--- config.mk ---
export PLATFORM = sky130hd
export DESIGN_NAME = ack_bus_requester_flat
export DESIGN_NICKNAME = d
export VERILOG_FILES = /design/src/rtl/ack_bus_if.sv /design/src/rtl/ack_bus_requester.sv /design/src/flat_wrapper.sv
export SDC_FILE = /design/constraint.sdc
export NUM_CORES = 1
export LEC_CHECK = 0
export CELL_PAD_IN_SITES_DETAIL_PLACEMENT = 1
export CELL_PAD_IN_SITES_GLOBAL_PLACEMENT = 2
export CORE_ASPECT_RATIO = 1.1
export CORE_UTILIZATION = 21
export DETAILED_ROUTE_END_ITERATION = 10
export HOLD_SLACK_MARGIN = 0.1
export PLACE_DENSITY = 0.68
export SYNTH_ARGS = -nofsm -noshare
export SYNTH_HDL_FRONTEND = slang
export SYNTH_SLANG_ARGS = --single-unit
--- constraint.sdc ---
create_clock -name clk -period 1.8 [get_ports clk]
set_input_delay 0.36 -clock clk [delete_from_list [all_inputs] [get_ports clk]]
set_output_delay 0.36 -clock clk [all_outputs]
set_load 0.05 [all_outputs]
--- src/rtl/ack_bus_if.sv ---
// Acknowledge-bus endpoint interface.
// Bundles the host-side completion input, the arbiter handshake and the
// endpoint's status outputs for one ack_bus_requester.
//   done_pulse : host unit completed one operation (one ack per high cycle)
//   ack_ready  : grant from the arbiter for this source
//   req        : request toward the arbiter
//   ack_sent   : req & ack_ready, one ack delivered this cycle
//   pending    : acks queued and not yet granted
//   overflow   : sticky, a completion was dropped because the queue was full
//   busy       : endpoint not idle or acks still queued
// master modport: the requester endpoint. slave modport: host/arbiter side.
interface ack_bus_if #(
  parameter int CNT_W = 3
);
  logic             done_pulse;
  logic             ack_ready;
  logic             req;
  logic             ack_sent;
  logic [CNT_W-1:0] pending;
  logic             overflow;
  logic             busy;

  modport master (
    input  done_pulse, ack_ready,
    output req, ack_sent, pending, overflow, busy
  );

  modport slave (
    output done_pulse, ack_ready,
    input  req, ack_sent, pending, overflow, busy
  );
endinterface

--- src/rtl/ack_bus_requester.sv ---
// Source-side endpoint of the acknowledge bus.
// Counts completion pulses from the host unit, requests the fixed-priority
// ack arbiter while acks are queued, retires one ack per grant and then
// backs off for COOLDOWN cycles so lower-priority sources get a turn.
// Ports:
//   clk   : single clock, all state updates on the rising edge
//   rst_n : synchronous active-low reset
//   bus   : ack_bus_if master modport (done_pulse, ack_ready in;
//           req, ack_sent, pending, overflow, busy out)
module ack_bus_requester #(
  parameter int MAX_PENDING = 7,
  parameter int CNT_W       = 3,
  parameter int COOLDOWN    = 1
) (
  input  logic      clk,
  input  logic      rst_n,
  ack_bus_if.master bus
);

  localparam int               CCW       = (COOLDOWN > 1) ? $clog2(COOLDOWN) : 1;
  localparam logic [CNT_W-1:0] MAX_P     = CNT_W'(MAX_PENDING);
  localparam logic [CCW-1:0]   COOL_INIT = (COOLDOWN >= 1) ? CCW'(COOLDOWN - 1) : '0;

  typedef enum logic [1:0] {
    IDLE = 2'd0,
    REQ  = 2'd1,
    COOL = 2'd2
  } state_t;

  state_t           state_q, state_d;
  logic [CNT_W-1:0] pending_q, pending_d;
  logic             overflow_q, overflow_d;
  logic [CCW-1:0]   cool_q, cool_d;

  logic req;
  logic ack_sent;
  logic full;
  logic inc;
  logic dec;

  // req is decoded from registered state only, so ack_ready never feeds
  // back into req through the arbiter.
  assign req      = (state_q == REQ);
  assign ack_sent = req & bus.ack_ready;

  // The full check uses the current count: a grant in the same cycle does
  // not make room for an incoming pulse.
  assign full = (pending_q == MAX_P);
  assign inc  = bus.done_pulse & ~full;
  assign dec  = ack_sent;

  always_comb begin
    state_d    = state_q;
    pending_d  = pending_q;
    overflow_d = overflow_q | (bus.done_pulse & full);
    cool_d     = cool_q;

    case ({inc, dec})
      2'b10:   pending_d = pending_q + 1'b1;
      2'b01:   pending_d = pending_q - 1'b1;
      default: pending_d = pending_q;
    endcase

    case (state_q)
      IDLE: begin
        if (bus.done_pulse || (pending_q != '0)) state_d = REQ;
      end
      REQ: begin
        // Without a grant the request is held indefinitely.
        if (ack_sent) begin
          if (COOLDOWN >= 1) begin
            state_d = COOL;
            cool_d  = COOL_INIT;
          end else if (pending_d == '0) begin
            state_d = IDLE;
          end
        end
      end
      COOL: begin
        if (cool_q == '0) state_d = (pending_d != '0) ? REQ : IDLE;
        else              cool_d  = cool_q - 1'b1;
      end
      default: state_d = IDLE;
    endcase
  end

  always_ff @(posedge clk) begin
    if (!rst_n) begin
      state_q    <= IDLE;
      pending_q  <= '0;
      overflow_q <= 1'b0;
      cool_q     <= '0;
    end else begin
      state_q    <= state_d;
      pending_q  <= pending_d;
      overflow_q <= overflow_d;
      cool_q     <= cool_d;
    end
  end

  assign bus.req      = req;
  assign bus.ack_sent = ack_sent;
  assign bus.pending  = pending_q;
  assign bus.overflow = overflow_q;
  assign bus.busy     = (state_q != IDLE) || (pending_q != '0);

endmodule

--- src/flat_wrapper.sv ---
// flat-port wrapper written by rule: the top's interface ports become plain ports
module ack_bus_requester_flat 
#(
  parameter int MAX_PENDING = 7,
  parameter int CNT_W       = 3,
  parameter int COOLDOWN    = 1
)
  (clk, rst_n, bus_done_pulse, bus_ack_ready, bus_req, bus_ack_sent, bus_pending, bus_overflow, bus_busy);
  ack_bus_if #(.CNT_W(CNT_W)) bus_i ();
  input  logic clk;
  input  logic rst_n;
  input wire logic [$bits(bus_i.done_pulse)-1:0] bus_done_pulse;
  input wire logic [$bits(bus_i.ack_ready)-1:0] bus_ack_ready;
  output wire logic [$bits(bus_i.req)-1:0] bus_req;
  output wire logic [$bits(bus_i.ack_sent)-1:0] bus_ack_sent;
  output wire logic [$bits(bus_i.pending)-1:0] bus_pending;
  output wire logic [$bits(bus_i.overflow)-1:0] bus_overflow;
  output wire logic [$bits(bus_i.busy)-1:0] bus_busy;
  assign bus_i.done_pulse = bus_done_pulse;
  assign bus_i.ack_ready = bus_ack_ready;
  assign bus_req = bus_i.req;
  assign bus_ack_sent = bus_i.ack_sent;
  assign bus_pending = bus_i.pending;
  assign bus_overflow = bus_i.overflow;
  assign bus_busy = bus_i.busy;
  ack_bus_requester #(.MAX_PENDING(MAX_PENDING), .CNT_W(CNT_W), .COOLDOWN(COOLDOWN)) u_core (.clk(clk), .rst_n(rst_n), .bus(bus_i));
endmodule
# Yosys cells after proc, flatten, opt, wreduce, memory -nomap -nowiden
# Cells that the tools add are included.
word_totals:
  memories: 0
  wordCells: 38
  regBits: 7
  ram_bits: 0
  mem_bits_ro: 0
  latchBits: 0
op_classes:
  muxes: 9
  shifts: 0
  div_mod_pow: 0
  multipliers: 0
  addsub: 3
  magnitude_cmp: 0
  n_reduce_logical: 9
  bitwise_logic: 5
  eq_ne: 8
ops:
  columns: ["op", "count"]
  rows:
  - ["two-way mux 2 bit", 3]
  - ["case mux 2 bit (3 select lines)", 1]
  - ["case mux 3 bit (2 select lines)", 1]
  - ["nonzero test 3 bit", 2]
  - ["== test 2 x 1 -> 1 bit (second input constant)", 2]
  - ["== test 2 bit (second input constant)", 2]
  - ["!= test 2 bit (second input constant)", 2]
  - ["nonzero test 2 bit", 2]
  - ["adder 3 x 1 -> 3 bit (second input constant)", 1]
  - ["AND 1 bit", 3]
  - ["== test 3 bit (second input constant)", 1]
  - ["two-way mux 1 bit", 3]
  - ["AND reduction 3 bit", 1]
  - ["subtractor 3 x 1 -> 3 bit (second input constant)", 1]
  - ["zero test 2 bit", 1]
  - ["logical OR 1 bit", 2]
  - ["!= test 2 x 1 -> 1 bit (second input constant)", 1]
  - ["case mux 1 bit (2 select lines)", 1]
  - ["AND reduction 2 bit", 1]
  - ["inverter 1 bit", 1]
  - ["OR 1 bit", 1]
  - ["subtractor 1 bit (second input constant)", 1]

# Longest topological paths before layout
depth:
  ltp_word: 9
  ltp_mapped: 8

# Worst setup path before layout
# No wires, ideal clock.
synth_timing:
  path_kind: "register to register"
  start: "reg u_core.state_q[0]"
  end: "reg u_core.state_q[0]"
  arrival_time_ns: 2.883
  stages_incl_launch_ff: 9
  setup_ns: 0.117
  path_buffers: 0
  setup_slack_ns: -1.201
  path_cell_list: "dfxtp_1 -> nor2b_1 -> and2_1 -> ha_1 -> fa_1 -> nor2_1 -> a22o_1 -> nand4_1 -> a32o_1"
synth_via:
  elab_chain_len: 8
synth_rtl:
  columns: ["element", "line", "text"]
  rows:
  - ["start, declared", "ack_bus_requester.sv:30", "state_t state_q, state_d;"]
  - ["start signal, assigned", "ack_bus_requester.sv:94", "state_q <= state_d;"]
  - ["== test 2 x 1 -> 1 bit (*)", "ack_bus_requester.sv:43", "assign req = (state_q == REQ);"]
  - ["named net bus_req", "flat_wrapper.sv:14", "output wire logic [$bits(bus_i.req)-1:0] bus_req;"]
  - ["AND 1 bit (*)", "ack_bus_requester.sv:44", "assign ack_sent = req & bus.ack_ready;"]
  - ["named net bus_ack_sent", "flat_wrapper.sv:15", "output wire logic [$bits(bus_i.ack_sent)-1:0] bus_ack_sent;"]
  - ["== test 2 x 1 -> 1 bit / == test 2 bit (equally long branches)", "ack_bus_requester.sv:58", "case ({inc, dec})"]
  - ["case mux 3 bit (2 select lines)", "ack_bus_requester.sv:58", null]
  - ["nonzero test 3 bit", "ack_bus_requester.sv:80", "if (cool_q == '0) state_d = (pending_d != '0) ? REQ : IDLE;"]
  - ["two-way mux 1 bit", "ack_bus_requester.sv:80", null]
  - ["two-way mux 2 bit", "ack_bus_requester.sv:80", null]
  - ["case mux 2 bit (3 select lines)", "ack_bus_requester.sv:64", "case (state_q)"]
# The timed path passes the listed nets; every way through them passes the cells marked *. The select of a mux whose other input is x is not followed.
# A chain may end at the register's enable or synchronous reset.

# Worst setup path after layout
layout_timing:
  start: "reg u_core.state_q[0]"
  end: "reg u_core.state_q[0]"
layout_via:
  elab_chain_len: 8
layout_rtl:
  columns: ["element", "line"]
  rows:
  - ["== test 2 x 1 -> 1 bit", "ack_bus_requester.sv:43, ack_bus_requester.sv:64"]
  - ["AND 1 bit", "ack_bus_requester.sv:44"]
  - ["== test 2 x 1 -> 1 bit / == test 2 bit (equally long branches)", "ack_bus_requester.sv:58"]
  - ["case mux 3 bit (2 select lines)", "ack_bus_requester.sv:58"]
  - ["nonzero test 3 bit", "ack_bus_requester.sv:80"]
  - ["two-way mux 1 bit", "ack_bus_requester.sv:80"]
  - ["two-way mux 2 bit", "ack_bus_requester.sv:80"]
  - ["case mux 2 bit (3 select lines)", "ack_bus_requester.sv:64"]
# Several ways; a longest one is shown, not always the timed one. The select of a mux whose other input is x is not followed.

==> flow_summary_export.csv <==
group,metric,value,unit
synthesis,synth_seq_cells,6,
cells_and_area,drive_gt1_share,62.9,%
clocking,clock-sinks,6,
global_routing,grt_pass1_vias,392,
synthesis,synth-compound-area-share,14.1,%
place,portBuffers,10,
cells_and_area,final_common_cell,"buf_4",
sta,fin_worst_skew,0.000137,ns
synthesis,yosysTopAreaCellShare,37.6,%
die,core,1380,µm²
global_routing,grt_max_degree,8,
power_and_ir_drop,power_density,1350,nW/µm²
sta,slew_headroom,85.3,%
detailed_routing,via_per_inst,4.72,
sta,fmaxAchievable,539,MHz
die,die-height,42.9,µm
synthesis,ys_warn_count,0,
global_routing,grt_pass1_wl,1.68,mm
job,max_cap_viol_count,0,
global_routing,antenna_found_initial,0,
cells_and_area,areaGrowthSynthToFinish,100,%
synthesis,synth.distinct_cells,23,
sta,final_hold_viol_count,0,
cells_and_area,nFillCells,169,
status,violations,"negative setup slack",
critical_path,path_max_fanout,2,
sta,rsz0062_at_grt,"yes",
synthesis,syn-num-nets,40,
synthesis,synth-adder-area-share,10.2,%
power_and_ir_drop,p_leak,0.000293,µW
sta,final.min_clock_period,1.85,ns
detailed_routing,wl,1.02,mm
detailed_routing,drc,0,
critical_path,worstSetupEndpointType,"register",
sta,setup_viol,1,
detailed_routing,drt_iter0_markers,2,
synthesis,netlist_instances,34,
synthesis,ys_seq_area_share,37.6,%
critical_path,crit_type,"register to register",
synthesis,synth_area_leaders,"dfxtp_1, fa_1, nor2b_1",
die,rows,14,
synthesis,avgSynthCellArea,9.38,µm²
synthesis,synth_area,319,µm²
die,initial_utilization,23.1,%
cells_and_area,num_antenna_cells,0,
critical_path,slowest_stage,"fa_2",
place,placed_cell_area,534,µm²
critical_path,crit_path_cell_trace,"nor2b_4, and2_4, ha_4, fa_2, xnor2_2, or3_4, nand4_1, a32o_1",
clocking,clockRootBuffer,"clkbuf_4",
critical_path,cp_data_arrival_time,1.98,ns
sta,min_period_over_period,103,%
clocking,clock_latency,0.24,ns
synthesis,synth_top_area_cell,"dfxtp_1",
detailed_routing,vias,368,
cells_and_area,design_area,639,µm²
clocking,clk_pin_slew_worst_paths,0.04,ns
die,io_pins,11,
critical_path,critPathBufInv,0,
clocking,htreeDepth,1,
sta,fin_setup_tns,-0.0542,ns
clocking,cts_buffer_depth,2,
critical_path,crit_family,"adder cells",
place,gp_congestion,0.771,
place,hpwl,796,µm
die,die_w,39.2,µm
critical_path,startpoint_type,"register",
detailed_routing,wl_per_cell,13.1,µm
clocking,cts_buffers,3,
cells_and_area,final_nets,70,
sta,worst_slack,-0.0542,ns
synthesis,synth_top_family_by_area,"simple AND/OR/NAND/NOR gates",
synthesis,synthXorXnorAreaFrac,5.49,%
critical_path,max_stage_delay,0.35,ns
critical_path,crit_required,1.93,ns
synthesis,synth-simple-area-share,27.1,%
sta,final-max-slew-violation-count,0,
power_and_ir_drop,vdd_drop_max,417,µV
die,die_area,1680,µm²
detailed_routing,dr.pass1.iters,3,
status,status,"finished with violations",
synthesis,muxShareOfSynthArea,3.14,%
hold_path,hp-class,"register to register",
detailed_routing,ant_nets,0,
place,pre_cts_slack,-0.580,ns
sta,tightest_slew,0.220,ns
clocking,hold_buffers,0,
clocking,cts_tree,"built",
global_routing,overflow,0,
global_routing,grt.total_usage,15.3,%
cells_and_area,layout_common_cells,"buf_4, clkbuf_4, dfxtp_1, dfxtp_2",
path summary, 6_finish.rpt:
path	start	to	slack, ns	depth (start not counted)
max	u_core.state_q[0]$_SDFFE_PN0P_	u_core.state_q[0]$_SDFFE_PN0P_	-0.05	8
min	u_core.bus.overflow$_SDFF_PN0_	u_core.bus.overflow$_SDFF_PN0_	0.51	2
max reg2reg	u_core.state_q[0]$_SDFFE_PN0P_	u_core.state_q[0]$_SDFFE_PN0P_	-0.05	8
min reg2reg	u_core.bus.overflow$_SDFF_PN0_	u_core.bus.overflow$_SDFF_PN0_	0.51	2
registers in the layout, summed over array words and instances (netlist names):
register	cells
u_core.state_q	2
u_core.bus.overflow	1
u_core.bus.pending	3
area by class of cell:
class	instances	area, µm²	area share (%)
clock buffer	3	22.5	3.52
inverter	2	7.51	1.17
multi-input combinational	26	256	40.1
sequential	6	124	19.4
tap	16	20.0	3.13
timing repair buffer	25	209	32.7
Yosys cell counts:
library cell	number
nand2_1	1
ha_1	1
nor2b_1	3
nor4_1	1
a22o_1	1
o21ai_0	1
dfxtp_1	6
mux2i_1	1
a21oi_1	1
or2b_1	1
or3_1	1
a21boi_0	1
nand2b_1	1
and3_1	1
nand3_1	1
and2_1	2
xnor2_1	2
inv_1	2
a41oi_1	1
a32o_1	1
nor2_1	2
nand4_1	1
fa_1	1
timing repair:
| item | 4_1_cts | 5_1_grt |
|---|---|---|
| setup endpoints to repair | 3 | 3 |
| setup buffers | 2 | 3 |
| gates resized for setup | 8 | 7 |
| pin swaps | 7 | 7 |
worst min-delay path, cell delays in order, from the launching register on:
cell and delay [ns]:
dfxtp_1 0.33, a41oi_1 0.05, nor2b_1 0.10
layer usage:
metal,global-route usage (%),up-vias,wire (µm)
met5,0,-,0
met4,14.5,0,38
met3,5.24,4,46
met2,23.7,12,524
met1,14.9,174,416
li1,-,178,-
per-stage QoR:
| step | utilization (%) | power, µW | hold WS [ns] | cells |
|---|---|---|---|---|
| after floorplan | - | 469 | 0.482 | 34 |
| after global placement | 38.6 | 628 | 0.492 | 70 |
| after detailed placement | 38.6 | 648 | 0.502 | 70 |
| after CTS | 42.1 | 803 | 0.520 | 75 |
| after global routing | 46.2 | 924 | 0.577 | 78 |
| final | 46.2 | 865 | 0.513 | 78 |
logic make-up (layout without fill, tap and decap cells):
| family | Yosys count | after routing |
|---|---|---|
| flip-flops | 6 | 6 |
| multiplexers | 1 | 1 |
| AND/OR/NAND/NOR | 15 | 15 |
| buffers and inverters | 2 | 30 |
| adder cells (fa/ha/maj) | 2 | 2 |
| AO/OA/AOI/OAI | 6 | 6 |
| XOR/XNOR | 2 | 2 |
power breakdown:
group	leakage [µW]	switching, µW	internal [µW]
Combinational	0.000229	301	267
Clock	0.0000138	46.1	75.2
Sequential	0.0000501	13.9	161
Total	0.000293	361	504
No activity file was read; power rests on OpenSTA's default activity.
==> RTL edit: new RTL, same settings <==
`CNT_W` is set to 3 in 3 places; all go to 5.
--- a/src/rtl/ack_bus_if.sv
+++ b/src/rtl/ack_bus_if.sv
@@ -12,3 +12,3 @@
 interface ack_bus_if #(
-  parameter int CNT_W = 3
+  parameter int CNT_W = 5
 );
--- a/src/rtl/ack_bus_requester.sv
+++ b/src/rtl/ack_bus_requester.sv
@@ -11,3 +11,3 @@
   parameter int MAX_PENDING = 7,
-  parameter int CNT_W       = 3,
+  parameter int CNT_W       = 5,
   parameter int COOLDOWN    = 1
--- a/src/flat_wrapper.sv
+++ b/src/flat_wrapper.sv
@@ -4,3 +4,3 @@
   parameter int MAX_PENDING = 7,
-  parameter int CNT_W       = 3,
+  parameter int CNT_W       = 5,
   parameter int COOLDOWN    = 1
Ports: changed (resized bus_pending); port bits go from 11 to 13. The function was not compared with the original's and may differ.
==> RTL edit against the unedited design <==
Critical path type unchanged. Sequential share of layout area is 1.1 points lower. Routed wire length up 45%. Setup slack worse by 0.17 ns. Cell area grew 45%. Sequential cell count up 2. Maximum frequency fell by 8.5%. The run still ends with negative setup slack left. Largest cell class unchanged. Utilization fell by 9.1 points. Area after synthesis increased by 72%. Power increased by 3.8%.
==> RTL edit: results <==
{
  "grt_max_degree": 9,
  "p_comb_uw": 547,
  "grt_first_pass_wirelength_um": 2480,
  "cts_root_buf": "clkbuf_4",
  "crit_path_max_fanout": 3,
  "portBuffers": 12,
  "worst_ir_drop_vdd_uv": 723,
  "violations": "negative setup slack",
  "synth_seq_area_share": 0.292,
  "synth_area_leaders": "dfxtp_1 29%, xor2_1 8.0%, ha_1 6.8%",
  "finalWeightedCongestion": 0.684,
  "outcome": "finished, violations left",
  "syn_nets": 69,
  "numCtsBuffers": 3,
  "ys.flop_type": "dfxtp_1",
  "antenna_found_initial": 0,
  "largest_reg_flops": 5,
  "r2r_cells": 11,
  "cts_buffer_depth": 2,
  "dp_hpwl_um": 1190,
  "yosys-top-cells-count": "10 x nor2_1, 8 x dfxtp_1, 5 x xor2_1",
  "setup_viol": 3,
  "synth_cell_types": 29,
  "place_area_um2": 840,
  "clk_latency_ns": 0.25,
  "p_leak_uw": 0.000402,
  "stdcell_count": 123,
  "syn_area_per_cell_um2": 8.86,
  "seq_power_share": 0.243,
  "fin_nets": 101,
  "grt_usage": 0.119,
  "grt_pass1_vias": 557,
  "hold_path_class": "flip-flop to flip-flop",
  "diodes": 0,
  "arrival_ns": 2.15,
  "finalSetupTns_ns": -0.510,
  "post-place-ws_ns": -0.596,
  "clock_power_share": 0.148,
  "holdPathStages": 2,
  "h-tree-depth": 1,
  "clk_pin_slew_ns": 0.05,
  "dr.first_iter.drc_count": 2,
  "vias": 543,
  "skew_ns": 0.00539,
  "async_flop_share": 0,
  "slew-limit-headroom": 0.807,
  "post_cts_resized": 7,
  "routed_wl_um": 1490,
  "layout_setup_ws_ns": -0.228,
  "layout-drive-gt1-share": 0.620,
  "n_fill_cell": 304,
  "cts_setup_buffers": 1,
  "drtPass1Iterations": 2,
  "yosysWarningCount": 0,
  "p_int_uw": 522
}
==> RTL edit: kinds of logic (layout without fill, tap and decap cells) <==
family | after synthesis | after routing | synth area share
AO/OA/AOI/OAI | 13 | 13 | 0.175
adder cells (fa/ha/maj) | 3 | 3 | 0.0683
AND/OR/NAND/NOR | 24 | 24 | 0.264
XOR/XNOR | 7 | 7 | 0.112
flip-flops | 8 | 8 | 0.292
multiplexers | 1 | 1 | 0.0182
buffers and inverters | 6 | 36 | 0.0706
==> RTL edit: area by class of cell <==
cell class / instances / area [µm²] / area share
sequential: 8 / 169 / 0.182
tap: 31 / 38.8 / 0.0419
timing repair buffer: 31 / 267 / 0.288
clock buffer: 3 / 22.5 / 0.0243
inverter: 2 / 7.51 / 0.00811
multi-input combinational: 48 / 422 / 0.455
==> RTL edit: routing by layer <==
layer / part of all wire / vias up / GRT usage
met4: 0.024 / 0 / 0.0833
met2: 0.51 / 10 / 0.192
met1: 0.45 / 252 / 0.148
met3: 0.022 / 5 / 0.00820
li1: - / 276 / -
met5: 0 / - / 0
==> RTL edit: path summary, 6_finish.rpt <==
kind                               from             endpoint  slack, ns
setup reg to reg  u_core.bus.pending[3]    u_core.state_q[0]      -0.23
hold reg to reg     u_core.bus.overflow  u_core.bus.overflow       0.58
setup / recovery  u_core.bus.pending[3]    u_core.state_q[0]      -0.23
hold / removal      u_core.bus.overflow  u_core.bus.overflow       0.58
==> RTL edit: critical path, cell delays in order, from the launching register on <==
cell and delay, ns:
dfxtp_2 0.32, nor2_2 0.09, nand4_1 0.13, nand2_2 0.14
ha_4 0.14, xor2_1 0.14, ha_2 0.23, a21oi_2 0.06
nor4b_2 0.21, a21oi_1 0.10, xor2_1 0.22, a41oi_2 0.12
